`config.mk`:
```
export PLATFORM = sky130hd
export DESIGN_NAME = mac_lookup_arbiter_flat
export DESIGN_NICKNAME = d
export VERILOG_FILES = /design/src/rtl/mac_lookup_arbiter_if.sv /design/src/rtl/mac_lookup_arbiter.sv /design/src/flat_wrapper.sv
export SDC_FILE = /design/constraint.sdc
export NUM_CORES = 1
export LEC_CHECK = 0
export ABC_AREA = 1
export CORE_ASPECT_RATIO = 1.25
export CORE_MARGIN = 2
export CORE_UTILIZATION = 25
export DETAILED_ROUTE_END_ITERATION = 16
export GPL_TIMING_DRIVEN = 0
export SLEW_MARGIN = 10
export SYNTH_ARGS = -nofsm -noshare
export SYNTH_HDL_FRONTEND = slang
export SYNTH_SLANG_ARGS = --single-unit
```
`constraint.sdc`:
```
create_clock -name clk -period 16.1 [get_ports clk]
set_input_delay 4.025 -clock clk [delete_from_list [all_inputs] [get_ports clk]]
set_output_delay 4.025 -clock clk [all_outputs]
set_load 0.05 [all_outputs]
```
`src/rtl/mac_lookup_arbiter_if.sv`:
```
// ---------------------------------------------------------------------------
// Bus interfaces for mac_lookup_arbiter.
//
// mac_req_if : requester side (one lane per requester, fields flattened)
//    req_en        requester -> arbiter  one-cycle lookup request pulse
//    req_ready     arbiter -> requester  slot empty
//    req_src_vlan  requester -> arbiter  12 bits per requester
//    req_src_mac   requester -> arbiter  48 bits per requester
//    req_src_port  requester -> arbiter  6 bits per requester
//    req_dst_mac   requester -> arbiter  48 bits per requester
//    req_done      arbiter -> requester  one-cycle result pulse
//    req_hit       arbiter -> requester  result hit, valid with req_done
//    req_dst_port  arbiter -> requester  6 bits per requester, valid with req_done
//    modport master = requester side, modport slave = arbiter side
//
// mac_tbl_if : MAC table lookup port
//    tbl_lookup_en       arbiter -> table  one-cycle lookup pulse
//    tbl_src_vlan/mac/port, tbl_dst_mac   arbiter -> table  held until result
//    tbl_lookup_done     table -> arbiter  result pulse
//    tbl_lookup_hit      table -> arbiter  hit
//    tbl_lookup_dst_port table -> arbiter  destination port
//    modport master = arbiter side, modport slave = table side
// ---------------------------------------------------------------------------
interface mac_req_if #(
   parameter int unsigned NUM_REQ = 4
);
   logic [NUM_REQ-1:0]    req_en;
   logic [NUM_REQ-1:0]    req_ready;
   logic [12*NUM_REQ-1:0] req_src_vlan;
   logic [48*NUM_REQ-1:0] req_src_mac;
   logic [6*NUM_REQ-1:0]  req_src_port;
   logic [48*NUM_REQ-1:0] req_dst_mac;
   logic [NUM_REQ-1:0]    req_done;
   logic [NUM_REQ-1:0]    req_hit;
   logic [6*NUM_REQ-1:0]  req_dst_port;

   modport master (
      output req_en, req_src_vlan, req_src_mac, req_src_port, req_dst_mac,
      input  req_ready, req_done, req_hit, req_dst_port
   );

   modport slave (
      input  req_en, req_src_vlan, req_src_mac, req_src_port, req_dst_mac,
      output req_ready, req_done, req_hit, req_dst_port
   );
endinterface

interface mac_tbl_if;
   logic        tbl_lookup_en;
   logic [11:0] tbl_src_vlan;
   logic [47:0] tbl_src_mac;
   logic [5:0]  tbl_src_port;
   logic [47:0] tbl_dst_mac;
   logic        tbl_lookup_done;
   logic        tbl_lookup_hit;
   logic [5:0]  tbl_lookup_dst_port;

   modport master (
      output tbl_lookup_en, tbl_src_vlan, tbl_src_mac, tbl_src_port, tbl_dst_mac,
      input  tbl_lookup_done, tbl_lookup_hit, tbl_lookup_dst_port
   );

   modport slave (
      input  tbl_lookup_en, tbl_src_vlan, tbl_src_mac, tbl_src_port, tbl_dst_mac,
      output tbl_lookup_done, tbl_lookup_hit, tbl_lookup_dst_port
   );
endinterface

```
`src/rtl/mac_lookup_arbiter.sv`:
```
// ---------------------------------------------------------------------------
// mac_lookup_arbiter
// Round-robin arbiter sharing the single MAC table lookup port among NUM_REQ
// requesters. Each requester owns a one-deep holding slot; one lookup is in
// flight at a time and its result is returned to the owning requester. A
// lookup that gets no table response within TIMEOUT_CYCLES completes as a
// forced miss.
//
// Ports:
//    clk            fabric clock
//    rst            synchronous active-high reset
//    req            mac_req_if.slave   requester request/result bus
//    tbl            mac_tbl_if.master  MAC table lookup port
//    stat_lookups   completed lookups incl. timeouts, wraps
//    stat_drops     req_en pulses that hit a full slot, saturating
//    stat_timeouts  forced-miss completions, saturating
// ---------------------------------------------------------------------------
module mac_lookup_arbiter #(
   parameter int unsigned NUM_REQ        = 4,
   parameter int unsigned TIMEOUT_CYCLES = 64
) (
   input  logic        clk,
   input  logic        rst,
   mac_req_if.slave    req,
   mac_tbl_if.master   tbl,
   output logic [31:0] stat_lookups,
   output logic [15:0] stat_drops,
   output logic [15:0] stat_timeouts
);

   localparam int unsigned PW = $clog2(NUM_REQ);

   localparam logic [0:0] ST_IDLE = 1'b0;
   localparam logic [0:0] ST_WAIT = 1'b1;

   // holding slots
   logic [NUM_REQ-1:0] r_valid;
   logic [11:0]        r_vlan  [NUM_REQ];
   logic [47:0]        r_smac  [NUM_REQ];
   logic [5:0]         r_sport [NUM_REQ];
   logic [47:0]        r_dmac  [NUM_REQ];

   // arbitration / lookup state
   logic [0:0]    r_state;
   logic [PW-1:0] r_ptr;
   logic [PW-1:0] r_owner;
   logic [7:0]    r_timer;

   logic          r_lookup_en;
   logic [11:0]   r_tbl_vlan;
   logic [47:0]   r_tbl_smac;
   logic [5:0]    r_tbl_sport;
   logic [47:0]   r_tbl_dmac;

   logic [NUM_REQ-1:0]   r_done;
   logic [NUM_REQ-1:0]   r_hit;
   logic [6*NUM_REQ-1:0] r_dst_port;

   logic [31:0] r_lookups;
   logic [15:0] r_drops;
   logic [15:0] r_timeouts;

   logic               w_any;
   logic [PW-1:0]      w_win;
   logic               w_tmo;
   logic               w_complete;
   logic [NUM_REQ-1:0] w_clear;
   logic [NUM_REQ-1:0] w_drop;
   logic [16:0]        w_drop_sum;

   // index k positions after base, modulo NUM_REQ
   function automatic logic [PW-1:0] rr_idx(input logic [PW-1:0] base, input int unsigned k);
      int unsigned s;
      s = 32'(base) + k;
      if (s >= NUM_REQ) s = s - NUM_REQ;
      return PW'(s);
   endfunction

   // first valid slot searching from r_ptr upwards with wrap
   always_comb begin
      w_any = 1'b0;
      w_win = '0;
      for (int unsigned k = 0; k < NUM_REQ; k++) begin
         if (!w_any && r_valid[rr_idx(r_ptr, k)]) begin
            w_any = 1'b1;
            w_win = rr_idx(r_ptr, k);
         end
      end
   end

   assign w_tmo      = (r_timer == 8'(TIMEOUT_CYCLES));
   assign w_complete = (r_state == ST_WAIT) && (tbl.tbl_lookup_done || w_tmo);

   // a slot being released this cycle may be refilled in the same cycle, so
   // a request against it is a capture rather than a drop
   always_comb begin
      w_clear    = '0;
      w_drop     = '0;
      w_drop_sum = {1'b0, r_drops};
      for (int unsigned i = 0; i < NUM_REQ; i++) begin
         w_clear[i] = w_complete && (r_owner == PW'(i));
         w_drop[i]  = req.req_en[i] && r_valid[i] && !w_clear[i];
         w_drop_sum = w_drop_sum + 17'(w_drop[i]);
      end
   end

   // slot capture / release
   always_ff @(posedge clk) begin
      if (rst) begin
         r_valid <= '0;
      end else begin
         for (int unsigned i = 0; i < NUM_REQ; i++) begin
            if (req.req_en[i] && (!r_valid[i] || w_clear[i])) begin
               r_valid[i] <= 1'b1;
               r_vlan[i]  <= req.req_src_vlan[i*12 +: 12];
               r_smac[i]  <= req.req_src_mac[i*48 +: 48];
               r_sport[i] <= req.req_src_port[i*6 +: 6];
               r_dmac[i]  <= req.req_dst_mac[i*48 +: 48];
            end else if (w_clear[i]) begin
               r_valid[i] <= 1'b0;
            end
         end
      end
   end

   // lookup FSM, results and statistics
   always_ff @(posedge clk) begin
      if (rst) begin
         r_state     <= ST_IDLE;
         r_ptr       <= '0;
         r_owner     <= '0;
         r_timer     <= '0;
         r_lookup_en <= 1'b0;
         r_tbl_vlan  <= '0;
         r_tbl_smac  <= '0;
         r_tbl_sport <= '0;
         r_tbl_dmac  <= '0;
         r_done      <= '0;
         r_hit       <= '0;
         r_dst_port  <= '0;
         r_lookups   <= '0;
         r_drops     <= '0;
         r_timeouts  <= '0;
      end else begin
         r_lookup_en <= 1'b0;
         r_done      <= '0;
         r_drops     <= w_drop_sum[16] ? 16'hFFFF : w_drop_sum[15:0];

         case (r_state)
            ST_IDLE: begin
               if (w_any) begin
                  r_owner     <= w_win;
                  r_tbl_vlan  <= r_vlan[w_win];
                  r_tbl_smac  <= r_smac[w_win];
                  r_tbl_sport <= r_sport[w_win];
                  r_tbl_dmac  <= r_dmac[w_win];
                  r_lookup_en <= 1'b1;
                  r_timer     <= '0;
                  r_ptr       <= (w_win == PW'(NUM_REQ - 1)) ? '0 : w_win + PW'(1);
                  r_state     <= ST_WAIT;
               end
            end
            default: begin
               r_timer <= r_timer + 8'd1;
               if (w_complete) begin
                  // a table response in the timeout cycle still counts as a real result
                  r_done[r_owner]                  <= 1'b1;
                  r_hit[r_owner]                   <= tbl.tbl_lookup_done & tbl.tbl_lookup_hit;
                  r_dst_port[32'(r_owner)*6 +: 6]  <= tbl.tbl_lookup_done ? tbl.tbl_lookup_dst_port : 6'd0;
                  r_lookups                        <= r_lookups + 32'd1;
                  if (!tbl.tbl_lookup_done && (r_timeouts != 16'hFFFF)) begin
                     r_timeouts <= r_timeouts + 16'd1;
                  end
                  r_state <= ST_IDLE;
               end
            end
         endcase
      end
   end

   assign req.req_ready    = ~r_valid;
   assign req.req_done     = r_done;
   assign req.req_hit      = r_hit;
   assign req.req_dst_port = r_dst_port;

   assign tbl.tbl_lookup_en = r_lookup_en;
   assign tbl.tbl_src_vlan  = r_tbl_vlan;
   assign tbl.tbl_src_mac   = r_tbl_smac;
   assign tbl.tbl_src_port  = r_tbl_sport;
   assign tbl.tbl_dst_mac   = r_tbl_dmac;

   assign stat_lookups  = r_lookups;
   assign stat_drops    = r_drops;
   assign stat_timeouts = r_timeouts;

endmodule

```
`src/flat_wrapper.sv`:
```
// flat-port wrapper written by rule: the top's interface ports become plain ports
module mac_lookup_arbiter_flat 
#(
   parameter int unsigned NUM_REQ        = 4,
   parameter int unsigned TIMEOUT_CYCLES = 64
)
  (clk, rst, stat_lookups, stat_drops, stat_timeouts, req_req_en, req_req_src_vlan, req_req_src_mac, req_req_src_port, req_req_dst_mac, req_req_ready, req_req_done, req_req_hit, req_req_dst_port, tbl_tbl_lookup_en, tbl_tbl_src_vlan, tbl_tbl_src_mac, tbl_tbl_src_port, tbl_tbl_dst_mac, tbl_tbl_lookup_done, tbl_tbl_lookup_hit, tbl_tbl_lookup_dst_port);
  mac_req_if #(.NUM_REQ(NUM_REQ)) req_i ();
  mac_tbl_if tbl_i ();
  input  logic clk;
  input  logic rst;
  output logic [31:0] stat_lookups;
  output logic [15:0] stat_drops;
  output logic [15:0] stat_timeouts;
  input wire logic [$bits(req_i.req_en)-1:0] req_req_en;
  input wire logic [$bits(req_i.req_src_vlan)-1:0] req_req_src_vlan;
  input wire logic [$bits(req_i.req_src_mac)-1:0] req_req_src_mac;
  input wire logic [$bits(req_i.req_src_port)-1:0] req_req_src_port;
  input wire logic [$bits(req_i.req_dst_mac)-1:0] req_req_dst_mac;
  output wire logic [$bits(req_i.req_ready)-1:0] req_req_ready;
  output wire logic [$bits(req_i.req_done)-1:0] req_req_done;
  output wire logic [$bits(req_i.req_hit)-1:0] req_req_hit;
  output wire logic [$bits(req_i.req_dst_port)-1:0] req_req_dst_port;
  output wire logic [$bits(tbl_i.tbl_lookup_en)-1:0] tbl_tbl_lookup_en;
  output wire logic [$bits(tbl_i.tbl_src_vlan)-1:0] tbl_tbl_src_vlan;
  output wire logic [$bits(tbl_i.tbl_src_mac)-1:0] tbl_tbl_src_mac;
  output wire logic [$bits(tbl_i.tbl_src_port)-1:0] tbl_tbl_src_port;
  output wire logic [$bits(tbl_i.tbl_dst_mac)-1:0] tbl_tbl_dst_mac;
  input wire logic [$bits(tbl_i.tbl_lookup_done)-1:0] tbl_tbl_lookup_done;
  input wire logic [$bits(tbl_i.tbl_lookup_hit)-1:0] tbl_tbl_lookup_hit;
  input wire logic [$bits(tbl_i.tbl_lookup_dst_port)-1:0] tbl_tbl_lookup_dst_port;
  assign req_i.req_en = req_req_en;
  assign req_i.req_src_vlan = req_req_src_vlan;
  assign req_i.req_src_mac = req_req_src_mac;
  assign req_i.req_src_port = req_req_src_port;
  assign req_i.req_dst_mac = req_req_dst_mac;
  assign req_req_ready = req_i.req_ready;
  assign req_req_done = req_i.req_done;
  assign req_req_hit = req_i.req_hit;
  assign req_req_dst_port = req_i.req_dst_port;
  assign tbl_tbl_lookup_en = tbl_i.tbl_lookup_en;
  assign tbl_tbl_src_vlan = tbl_i.tbl_src_vlan;
  assign tbl_tbl_src_mac = tbl_i.tbl_src_mac;
  assign tbl_tbl_src_port = tbl_i.tbl_src_port;
  assign tbl_tbl_dst_mac = tbl_i.tbl_dst_mac;
  assign tbl_i.tbl_lookup_done = tbl_tbl_lookup_done;
  assign tbl_i.tbl_lookup_hit = tbl_tbl_lookup_hit;
  assign tbl_i.tbl_lookup_dst_port = tbl_tbl_lookup_dst_port;
  mac_lookup_arbiter #(.NUM_REQ(NUM_REQ), .TIMEOUT_CYCLES(TIMEOUT_CYCLES)) u_core (.clk(clk), .rst(rst), .req(req_i), .tbl(tbl_i), .stat_lookups(stat_lookups), .stat_drops(stat_drops), .stat_timeouts(stat_timeouts));
endmodule
```
==> impl_metrics.ini, run 1 <==
[status]
outcome = complete, no violations

[setup_path]
crit_fanout = 10
cp-start-kind = primary input
timing.rr.start = u_core.r_timer[0]
worstSetupPathType = in2reg
cpPeakStageDelay_ps = 530
crit_top_cell = nand2_1
cpMaxStageDelayCell = clkdlybuf4s50_1
crit_chain = clkdlybuf4s50_1 -> inv_1 -> o21ai_0 -> nand2_1 -> clkinv_1 -> buf_2 -> nand2_1 -> nand2_1 -> inv_1 -> nand2_1 -> fa_1 -> inv_1 -> fa_1 -> fa_1 -> nand3_1 -> nor2_1 -> nand3_1 -> nor3_1 -> nand2_1 -> o21ai_0 -> o21ai_0 -> inv_1
crit_start = tbl_tbl_lookup_done
reg2reg_slack_ps = 10850
crit_arrival_ps = 9340
endpoint_kind = flop
required_ps = 16680

[power_and_ir_drop]
pwr-share-comb = 0.428
netSwitchingPower_mw = 2.98
intPower_mw = 3.96
ir_worst_vdd_mv = 0.0889
power_density_nw_per_um2 = 168
clkPwrFrac = 0.267
p_seq_frac = 0.305
power_switching_share = 0.430
leakage_nw = 17.6

[floorplanning]
die_h_um = 387
initial_core_util = 0.252
core_area_um2 = 116000
pin_count = 685
die_x_um = 310
rows = 140
dieArea_um2 = 120000

[timing]
min_period_ps = 8770
finalCritPeriodShare = 0.544
worst_slew_pin_slew_ps = 1190
hold-worst-slack_ps = 450
fmax_ghz = 0.114
relSlewSlack = 0.205
finalClockSkew_ps = 29.1
rsz0062_at_grt = false
setup_viol = 0
slew_violations = 0
hold_viol = 0

[yosys]
yosys.area.top_type = edfxtp_1
yosysTopAreaCellShare = 0.467
syn_inst = 3198
ys_seq_area_frac = 0.623
ys.flop_type = edfxtp_1
ys_types = 43
synthTopCellsByCount = nand2_1 (931), inv_1 (556), nand3_1 (507)
ys_seq_elements = 684
yosysMostFrequentCell = nand2_1
synth.net_count = 3683
async_flop_share = 0
synth.area.top_cells = edfxtp_1 (47%), dfxtp_1 (16%), nand2_1 (12%), nand3_1 (8.7%), inv_1 (7.1%)
yosysWarnings = 0
syn_area_per_cell_um2 = 9.16
netlist_area_um2 = 29300
synth_edf_count = 456

[placement]
gp_congestion = 0.900
io_buffers = 683
hpwl_um = 94800
place_inst = 5504

[cts]
cts_buffers = 78
cts-root-buf = clkbuf_16
clk_latency_ps = 690
cts_hold_buf = 0
clk_pin_slew_ps = 70
clock_path_buffers = 3
cts_setup_buffers = 0
cts_tree = yes
cts.sink_count = 684
cts_resized = 0
htree_levels = 3

[job]
drv_cap = 0

[global_route]
grt_start_max_net_pins = 16
grt_pass1_vias = 24800
grt_use_total = 0.196
grt_pass1_wl_um = 169000
antenna_found_initial = 39
overflow = 0

[final_layout]
nets = 4507
final_cells = 5670
drive_gt1_frac = 0.0756
area_delta_synth_final_pct = 41.1

[hold_path]
hp-start = u_core.tbl.tbl_src_port[2]
hp-class = reg2reg

[drt]
drtIter0Drc = 1659
drc = 0
first_pass_iters = 5
vias = 24800
vias_per_cell = 4.37
wl_per_cell_um = 21.1
ant_nets = 0
drt-total-wl_um = 120000
-- worst paths after layout --
kind	endpoint	cells past startpoint
max	u_core.stat_drops[14]	22
min	u_core.tbl.tbl_src_port[2]	2
max reg2reg	u_core.stat_drops[14]	23
min reg2reg	u_core.tbl.tbl_src_port[2]	2
-- cell families after synthesis --
group / count (synthesis) / synth area share
DFF: 684 / 0.623
adders and majority gates: 15 / 0.00717
buffers and inverters: 714 / 0.0982
and+or+nand+nor: 1605 / 0.234
xor gates and xnor gates: 39 / 0.0117
AOI/OAI and AO/OA: 141 / 0.0259
-- per-layer routing --
metal  routed length, µm  share of wire  global-route usage
met1               45400           0.38               0.221
met2               57400           0.48               0.334
met3               10800          0.090              0.0599
met4                5830          0.049              0.0984
met5                 207         0.0017                   0
-- per-stage QoR --
step                total power, mW  utilization  setup slack (ps)  area, µm²  TNS (ps)
finish                         6.95        0.355              7330      41400         0
detailed placement             5.16        0.332              6660      38700         0
floorplan                      3.87            -              2740      29300         0
global route                   7.33        0.355              7020      41300         0
global placement               5.16        0.327             -7090      38100  -2905900
CTS                            7.04        0.355              7420      41300         0
-- power groups by stage --
stage                     Sequential [mW]  Clock (mW)  Combinational, mW
after global placement               2.19           0               2.97
after detailed placement             2.16           0               3.00
final                                2.12        1.86               2.97
after global routing                 2.13        1.96               3.23
after CTS                            2.12        1.91               3.01
after floorplan                      2.47           0               1.40
-- cell usage in the layout (no fill, tap or decap), drive strengths merged, types with 2 or more instances in the layout --
cell and instances:
a41oi 2, o22ai 2, a22oi 8, nand4 9, a21oi 81, clkinv 24, or2 2, clkinvlp 7
nand3b 3, xor2 26, nand2 939, a211oi 2, nor3 39, o31ai 2, edfxtp 456, buf 165
dfxtp 228, xnor2 13, bufinv 5, clkdlybuf4s50 683, clkbuf 151, fa 3, inv 568, nor3b 3
nand3 508, nor4 12, ha 12, o21ai 37, nor2 88, a31oi 4, diode 21
-- sequential cells by signal, indices dropped and copies added, names as in the netlist, 12 cells and up, named ones only --
| signal | cells |
|---|---|
| u_core.stat_drops | 16 |
| u_core.r_dmac | 192 |
| u_core.stat_lookups | 32 |
| u_core.req.req_dst_port | 24 |
| u_core.tbl.tbl_dst_mac | 48 |
| u_core.stat_timeouts | 16 |
| u_core.r_vlan | 48 |
| u_core.r_sport | 24 |
| u_core.tbl.tbl_src_mac | 48 |
| u_core.tbl.tbl_src_vlan | 12 |
| u_core.r_smac | 192 |
-- worst max-delay path: cells and delay by family --
family / cells / cell delay, ps
simple gates: 9 / 1580
fa+ha+maj: 3 / 1390
compound gates: 3 / 430
buf+inv: 7 / 1920
-- area by class of cell --
class	count	area (µm²)
timing repair buffer	744	7370
clock buffer	106	2260
buffer	149	756
antenna	21	52.6
tap	1562	1950
sequential	684	18300
inverter	565	2120
multi-input combinational	1800	8190
clock inverter	39	392
fill	11800	75100
No activity file was read; power rests on OpenSTA's default activity.
==> run 2: changes to the inputs <==
clock period = 7.8 ns   (was 16.1 ns; I/O delays follow)
==> impl_metrics.ini, run 2 (synthesized netlist as in run 1, its figures left out) <==
[floorplanning]
pin_count = 685
die_x_um = 310
core_area_um2 = 116000
initial_core_util = 0.252
rows = 140
die_h_um = 387
dieArea_um2 = 120000

[final_layout]
area_delta_synth_final_pct = 41.4
drive_gt1_frac = 0.0679
reg_top3 = u_core.r_dmac: 192 flops, u_core.r_smac: 192 flops
most-common-layout-cells = nand2_1 (931), clkdlybuf4s50_1 (683), inv_1 (556)
nets = 4483
final_cells = 5644
final_common_cell = nand2_1

[placement]
hpwl_um = 93700
place_inst = 5480
io_buffers = 683
gp_congestion = 0.909

[global_route]
grt_use_total = 0.196
grt_start_max_net_pins = 19
antenna_found_initial = 49
grt_pass1_vias = 24500
grt_pass1_wl_um = 168000
overflow = 0

[power_and_ir_drop]
ir_worst_vdd_mv = 0.192
leakage_nw = 17.5
power_density_nw_per_um2 = 347

[timing]
hold-worst-slack_ps = 447
setup_viol = 0
slew_violations = 0
min_period_ps = 6820
worst_slew_pin_slew_ps = 981
finalClockSkew_ps = 22.0
fmax_ghz = 0.147
finalCritPeriodShare = 0.875
relSlewSlack = 0.346
rsz0062_at_grt = false
hold_viol = 0

[hold_path]
hold_depth = 2
hp-class = reg2reg

[status]
outcome = complete, no violations

[cts]
clk_latency_ps = 670
cts_resized = 0
cts_setup_buffers = 0
cts-root-buf = clkbuf_16
clock_path_buffers = 3
cts_hold_buf = 0
cts_buffers = 78
cts_tree = yes
htree_levels = 3
clk_pin_slew_ps = 60
cts.sink_count = 684

[drt]
vias = 24700
drtIter0Drc = 1506
first_pass_iters = 6
vias_per_cell = 4.38
drc = 0
ant_nets = 0
wl_per_cell_um = 21.3
drt-total-wl_um = 120000

[setup_path]
reg2reg_depth = 23
required_ps = 8370
crit_arrival_ps = 7390
crit_fanout = 10
endpoint_kind = flop
worstSetupPathType = in2reg
cp-start-kind = primary input

[job]
drv_cap = 0
==> run 2: through the flow <==
| step | setup slack [ps] | power [mW] | util | TNS (ps) | cell area [µm²] |
|---|---|---|---|---|---|
| finish | 975 | 14.4 | 0.356 | 0 | 41400 |
| floorplan | 31.2 | 7.98 | - | 0 | 29300 |
| detailed placement | 249 | 10.7 | 0.332 | 0 | 38700 |
| CTS | 1000 | 14.6 | 0.355 | 0 | 41400 |
| global route | 631 | 15.2 | 0.356 | 0 | 41400 |
| global placement | -6000 | 10.7 | 0.327 | -2580580 | 38100 |
==> run 2: layer usage <==
metal | GRT usage | vias to the layer above | wire, µm
li1 | - | 11900 | -
met1 | 0.225 | 11600 | 46600
met2 | 0.335 | 996 | 57900
met3 | 0.0538 | 238 | 9840
met4 | 0.0949 | 40 | 5440
met5 | 0 | - | 260
==> run 2: path summary, 6_finish.rpt <==
kind                                                 from                   endpoint  slack (ps)
worst max-delay path                  tbl_tbl_lookup_done      u_core.stat_drops[14]         980
worst min-delay path            u_core.tbl.tbl_src_mac[4]  u_core.tbl.tbl_src_mac[4]         450
worst max register to register          u_core.r_timer[0]      u_core.stat_drops[14]        2320
worst min register to register  u_core.tbl.tbl_src_mac[4]  u_core.tbl.tbl_src_mac[4]         450
==> run 2: report_power, final <==
part           internal, mW  total, mW  switching (mW)  leakage (nW)
Combinational          1.75       6.12            4.38          10.1
Sequential             4.22       4.38           0.163          6.09
Clock                  2.26       3.86            1.60          1.29
Total                  8.22       14.4            6.14          17.5
==> run 2: critical path, cell delays in order <==
cell	delay, ps
clkdlybuf4s50_1	470
inv_1	260
o21ai_0	130
nand2_1	450
clkinv_1	570
buf_2	370
nand2_1	380
nand2_1	130
inv_1	140
nand2_1	90
fa_1	510
inv_1	50
fa_1	430
fa_1	430
nand3_1	140
nor2_1	70
nand3_1	100
nor3_1	90
nand2_1	260
o21ai_0	140
o21ai_0	170
inv_1	50
==> run 2: area by class of cell <==
class	instances	area (µm²)
diodes	18	45.0
plain buffers	149	756
clock buffers	104	2140
clock inverters	42	524
fillers	11800	75100
inverters	565	2120
multi-input cells	1800	8210
flip-flops and latches	684	18300
well taps	1562	1950
repair buffers	720	7410
